**src/rtl/seq_gen.sv**
```systemverilog
// seq_gen: serial stimulus transmitter for the "four equal bits" detector.
// Sends a captured pattern MSB-first (from bit len-1) for a number of passes
// and predicts the detector's registered Moore output on z_exp.
module seq_gen #(
    parameter int unsigned PAT_W = 16,
    parameter int unsigned REP_W = 4
) (
    input  logic             clk,
    input  logic             reset,
    input  logic             start,
    input  logic [PAT_W-1:0] pattern,
    input  logic [4:0]       len,
    input  logic [REP_W-1:0] reps,
    input  logic             stop,
    output logic             w,
    output logic             w_valid,
    output logic             busy,
    output logic             done,
    output logic             z_exp,
    output logic [3:0]       state_code
);

    // Encodings double as the HEX display state code.
    typedef enum logic [3:0] {
        IDLE = 4'd0,
        LOAD = 4'd1,
        SEND = 4'd2,
        DONE = 4'd4
    } state_t;

    // Longest pattern the length field and pattern register can both describe.
    localparam int unsigned MAXL    = (PAT_W < 16) ? PAT_W : 16;
    localparam logic [4:0]  MAX_LEN = 5'(MAXL);

    state_t           state;
    state_t           state_nx;

    logic [PAT_W-1:0] pat_r;
    logic [4:0]       len_r;
    logic [REP_W-1:0] pass_cnt;
    logic             cont_r;
    logic [4:0]       idx;
    logic [2:0]       run;
    logic             last_bit;
    logic             z_r;

    logic [4:0]       len_eff;
    logic [4:0]       sel;
    logic             cur_bit;
    logic             pass_end;
    logic             last_pass;
    logic [2:0]       run_inc;

    // Effective length: zero (or anything too long) selects the maximum.
    always_comb begin
        len_eff = len;
        if (len == 5'd0 || len > MAX_LEN) begin
            len_eff = MAX_LEN;
        end
    end

    // Select the bit currently on the wire: pattern[len-1-idx].
    always_comb begin
        sel     = len_r - 5'd1 - idx;
        cur_bit = 1'b0;
        for (int unsigned i = 0; i < PAT_W; i++) begin
            if (sel == 5'(i)) begin
                cur_bit = pat_r[i];
            end
        end
    end

    // Pass bookkeeping and the run length after the bit now being sent.
    always_comb begin
        pass_end  = (idx == len_r - 5'd1);
        last_pass = !cont_r && (pass_cnt == REP_W'(1));
        if (run != 3'd0 && cur_bit == last_bit) begin
            run_inc = (run == 3'd4) ? 3'd4 : run + 3'd1;
        end else begin
            run_inc = 3'd1;
        end
    end

    // State register.
    always_ff @(posedge clk) begin
        if (reset) begin
            state <= IDLE;
        end else begin
            state <= state_nx;
        end
    end

    // Next-state and Moore outputs.
    always_comb begin
        state_nx = state;
        w        = 1'b0;
        w_valid  = 1'b0;
        busy     = 1'b0;
        done     = 1'b0;
        unique case (state)
            IDLE: begin
                if (start) begin
                    state_nx = LOAD;
                end
            end
            LOAD: begin
                busy     = 1'b1;
                state_nx = SEND;
            end
            SEND: begin
                busy    = 1'b1;
                w       = cur_bit;
                w_valid = 1'b1;
                if (stop || (pass_end && last_pass)) begin
                    state_nx = DONE;
                end
            end
            DONE: begin
                busy     = 1'b1;
                done     = 1'b1;
                state_nx = IDLE;
            end
            default: state_nx = IDLE;
        endcase
    end

    // Datapath: capture in LOAD, advance bit index / pass counter / z history in SEND.
    always_ff @(posedge clk) begin
        if (reset) begin
            pat_r    <= '0;
            len_r    <= '0;
            pass_cnt <= '0;
            cont_r   <= 1'b0;
            idx      <= '0;
            run      <= '0;
            last_bit <= 1'b0;
        end else begin
            case (state)
                LOAD: begin
                    pat_r    <= pattern;
                    len_r    <= len_eff;
                    pass_cnt <= reps;
                    cont_r   <= (reps == '0);
                    idx      <= '0;
                    run      <= '0;
                    last_bit <= 1'b0;
                end
                SEND: begin
                    // Run history spans pass boundaries; only LOAD/reset clear it.
                    run      <= run_inc;
                    last_bit <= cur_bit;
                    if (!stop) begin
                        if (pass_end) begin
                            idx <= '0;
                            if (!cont_r) begin
                                pass_cnt <= pass_cnt - REP_W'(1);
                            end
                        end else begin
                            idx <= idx + 5'd1;
                        end
                    end
                end
                default: ;
            endcase
        end
    end

    // Registered detector prediction: high the cycle after a 4th+ equal valid bit.
    always_ff @(posedge clk) begin
        if (reset) begin
            z_r <= 1'b0;
        end else begin
            z_r <= (state == SEND) && (run_inc == 3'd4);
        end
    end

    assign z_exp      = z_r;
    assign state_code = state;

endmodule

```
**config.mk**
```make
export PLATFORM = sky130hd
export DESIGN_NAME = seq_gen
export DESIGN_NICKNAME = d
export VERILOG_FILES = /design/src/rtl/seq_gen.sv
export SDC_FILE = /design/constraint.sdc
export NUM_CORES = 1
export LEC_CHECK = 0
export ABC_AREA = 1
export CAP_MARGIN = 25
export CORE_MARGIN = 10
export CORE_UTILIZATION = 41
export CTS_BUF_LIST = sky130_fd_sc_hd__clkbuf_4 sky130_fd_sc_hd__clkbuf_8
export CTS_CLUSTER_DIAMETER = 120
export DETAILED_ROUTE_END_ITERATION = 16
export SYNTH_ARGS = -nofsm -noshare
export SYNTH_HDL_FRONTEND = slang
export SYNTH_SLANG_ARGS = --single-unit
```
**constraint.sdc**
```tcl
create_clock -name clk -period 2.6 [get_ports clk]
set_input_delay 0.26 -clock clk [delete_from_list [all_inputs] [get_ports clk]]
set_output_delay 0.26 -clock clk [all_outputs]
set_load 0.1 [all_outputs]
```
==> flow_metrics.tcl <==
set metrics [dict create \
    fmax_mhz 356 \
    cp.required_ps 2340 \
    outcome "finished with violations" \
    synthCells 308 \
    cts.path.max_buffers 2 \
    rsz0062_at_grt "true" \
    core_um2 5110 \
    place_hpwl_mm 3.87 \
    cts_root_buffer "clkbuf_8" \
    r2r_cells 17 \
    p_total_mw 2.28 \
    use_met2 0.202 \
    finalWeightedCongestion 0.810 \
    met3_usage 0.0387 \
    ir_worst_vdd_uv 501 \
    io_pins 38 \
    area_growth_syn_to_layout_pct 32.2 \
    crit_path_frequent_cell "nand2_1" \
    postLayoutCellArea_um2 2870 \
    grt_pass1_wl_mm 8.48 \
    postCtsHoldBufs 0 \
    setup_slack_ps -208 \
    r2r_slack_ps 130 \
    r2r_start "len_r[0]" \
    route.detailed.drc 0 \
    slew_violations 0 \
    hp-class "reg2reg" \
    synth-seq-cells 39 \
    die_h_um 92.7 \
    wl_per_cell_um 11.9 \
    period_share 1.08 \
    track_usage 0.119 \
    rows 26 \
    grt_overflow_total 0 \
    comb_power_share 0.503 \
    max_stage_delay_ps 470 \
    slowest_stage "fa_2" \
    numCtsBuffers 5 \
    min_to "pat_r[12]" \
    crit_path_start "len_r[0]" \
    seq_power_share 0.321 \
    avgSynthCellArea_um2 7.04 \
    die_w_um 92.7 \
    cp_top_family "adder cells" \
    die_area_um2 8600 \
    via_per_inst 4.85 \
    cts_max_level 2 \
    cts_tree "done" \
    swShare 0.412 \
    fin_skew_ps 5.24 \
    crit_type "reg2out" \
    use_met1 0.139 \
    ys_seq_area_frac 0.360 \
    synth_area_leaders "dfxtp_1, nand2_1, inv_1, a21oi_1, ha_1" \
    crit_arrival_ps 2550 \
    internal-power_mw 1.34 \
    yosysWarnings 0 \
    place_area_um2 2620 \
    finalSetupViolCount 1 \
    max-cap-violations 0 \
    violations "negative setup slack" \
    initial_utilization 0.425 \
    cp-end-kind "output pin" \
    r2r_end "run[0]" \
    io_buffers 36 \
    grt_max_degree 33 \
    p_clk_frac 0.176 \
    synth.distinct_cells 35 \
    synth_area_um2 2170 \
    wirelength_mm 5.08 \
    vias 2071 \
    grt_pass1_vias 1941 \
    clk_pin_slew_ps 80 \
    clk_latency_ps 290 \
    hold_violations 0 \
    min_path_cells 2 \
    startpoint_type "flop" \
    drive_above_1_share 0.174 \
    grt_busiest_layer "met2" \
    antenna_found_initial 0 \
    p_per_area_nw_per_um2 797 \
    nNetsFinal 397 \
    nFillCells 518 \
    synth_fp_nets 349 \
    p_sw_uw 942 \
    synth.largest_area_cell "dfxtp_1" \
    final.min_clock_period_ps 2810 \
    crit_fanout 4 \
    hp-start "pat_r[12]" \
    path_cells "inv_2 > ha_4 > inv_4 > fa_2 > buf_12 > nor2_4 > nand2_1 > nand2_1 > inv_1 > nand2_1 > nand3_1 > nand2_1 > nand4_1 > clkinvlp_4 > buf_12" \
    drt-initial-drc-count 47 \
    critPathBufInv 6 \
    dr.pass1.iters 4 \
    diodes 0 \
    cts.sinks 39 \
    synth_top_area_frac 0.360 \
    ant_nets 0 \
    p_leak_nw 1.17 \
]
-- layout by cell type (no fill, tap or decap), drive strengths merged, types with 2 or more instances in the layout --
| master | instances |
|---|---|
| a21oi | 30 |
| xnor2 | 2 |
| clkdlybuf4s50 | 28 |
| dfxtp | 39 |
| o21ai | 31 |
| buf | 24 |
| clkinvlp | 3 |
| nand2 | 58 |
| a211oi | 5 |
| nor3 | 5 |
| or2 | 3 |
| inv | 52 |
| nand4 | 9 |
| clkbuf | 5 |
| nor2 | 17 |
| xor2 | 5 |
| nand3 | 21 |
| ha | 11 |
-- what timing repair did --
action | CTS | global route
pin swaps | 10 | 7
buffers inserted | 9 | 3
endpoints found under the setup margin | 1 | 1
gates cloned | 0 | 0
resized for setup | 13 | 5
-- final cells by class --
cell class	count	area, µm²	area share
Multi-Input combinational cell	205	1190	0.416
Sequential cell	39	790	0.275
Timing Repair Buffer	52	498	0.174
Inverter	53	210	0.0733
Tap cell	70	87.6	0.0305
Clock buffer	5	68.8	0.0240
Clock inverter	3	20.0	0.00698
-- cell usage after synthesis --
library cell / number
or2_2: 1
o22ai_1: 1
xor2_1: 5
nor3_1: 4
nand3_2: 1
inv_1: 47
buf_4: 1
a31oi_1: 1
o21ai_4: 1
o21ai_1: 3
nor2_2: 1
buf_1: 1
a311oi_1: 1
a211oi_1: 5
dfxtp_1: 39
or2_1: 1
nand4_1: 9
nor2_4: 1
a21oi_1: 30
clkbuf_1: 3
xnor2_1: 2
buf_2: 6
fa_1: 1
o21ai_0: 27
or4_1: 1
nand3_1: 20
o31ai_2: 1
ha_1: 11
conb_1: 1
or2_0: 1
nor3_4: 1
nor2_1: 15
nand2_1: 58
inv_2: 6
nor4_1: 1
-- worst reg2reg max path, stage by stage (launching register included) --
cell and delay, ps:
dfxtp_2 340, inv_2 50, ha_4 260, inv_4 30, fa_2 590, inv_2 80
nor2_4 120, nand2_1 50, nand4_1 90, nand2_1 50, nand2_1 70, nand2_2 60
buf_4 120, buf_4 120, nand4_1 120, nand4_1 110, nand2_1 70, nand2_1 40
-- logic make-up (layout without fill, tap and decap cells) --
logic type,Yosys count,after routing,share of synthesized area
AOI/OAI and AO/OA,70,70,0.179
xor gates and xnor gates,7,7,0.0283
adders and majority gates,12,12,0.0727
buffers and inverters,64,113,0.116
DFF,39,39,0.360
other,1,1,0.00173
and+or+nand+nor,115,115,0.243
-- per-stage QoR --
step / hold slack, ps / setup TNS (ps) / worst slack (ps) / instances / util
finish: 448 / -208 / -208 / 427 / 0.561
global route: 464 / -386 / -369 / 427 / 0.561
CTS: 453 / -216 / -216 / 424 / 0.553
detailed placement: 437 / -8.70 / -8.70 / 407 / 0.514
global placement: 437 / 0 / 38.8 / 407 / 0.514
floorplan: 338 / 0 / 12.0 / 308 / -
-- flip-flops by register name, indices dropped and copies added, names as in the netlist --
signal and flops:
z_exp 1, idx 5, pass_cnt 4, state_code 3, pat_r 16, last_bit 1
cont_r 1, run 3, len_r 5
-- worst max-delay path by stage --
stage | to | cells past startpoint | slack, ps
6_report | w | 15 | -210
5_1_grt | w | 15 | -370
4_1_cts | w | 14 | -220
3_5_place_dp | w | 14 | -9
3_3_place_gp | w | 14 | 40
2_1_floorplan | w | 13 | 10
-- power by group through the flow --
| stage | Combinational (mW) | Sequential (mW) | Clock, mW |
|---|---|---|---|
| floorplan | 0.684 | 0.776 | 0 |
| global placement | 0.935 | 0.743 | 0 |
| detailed placement | 0.942 | 0.743 | 0 |
| CTS | 1.08 | 0.732 | 0.418 |
| global route | 1.27 | 0.743 | 0.437 |
| finish | 1.15 | 0.733 | 0.402 |
-- layer usage --
metal / share of wire / wire length [µm] / vias to the layer above
met5: 0 / 0 / -
met4: 0.0099 / 50 / 0
met3: 0.054 / 275 / 5
met2: 0.46 / 2350 / 40
met1: 0.47 / 2400 / 926
li1: - / - / 1100
Note: power is estimated with default switching activity, not from simulation.
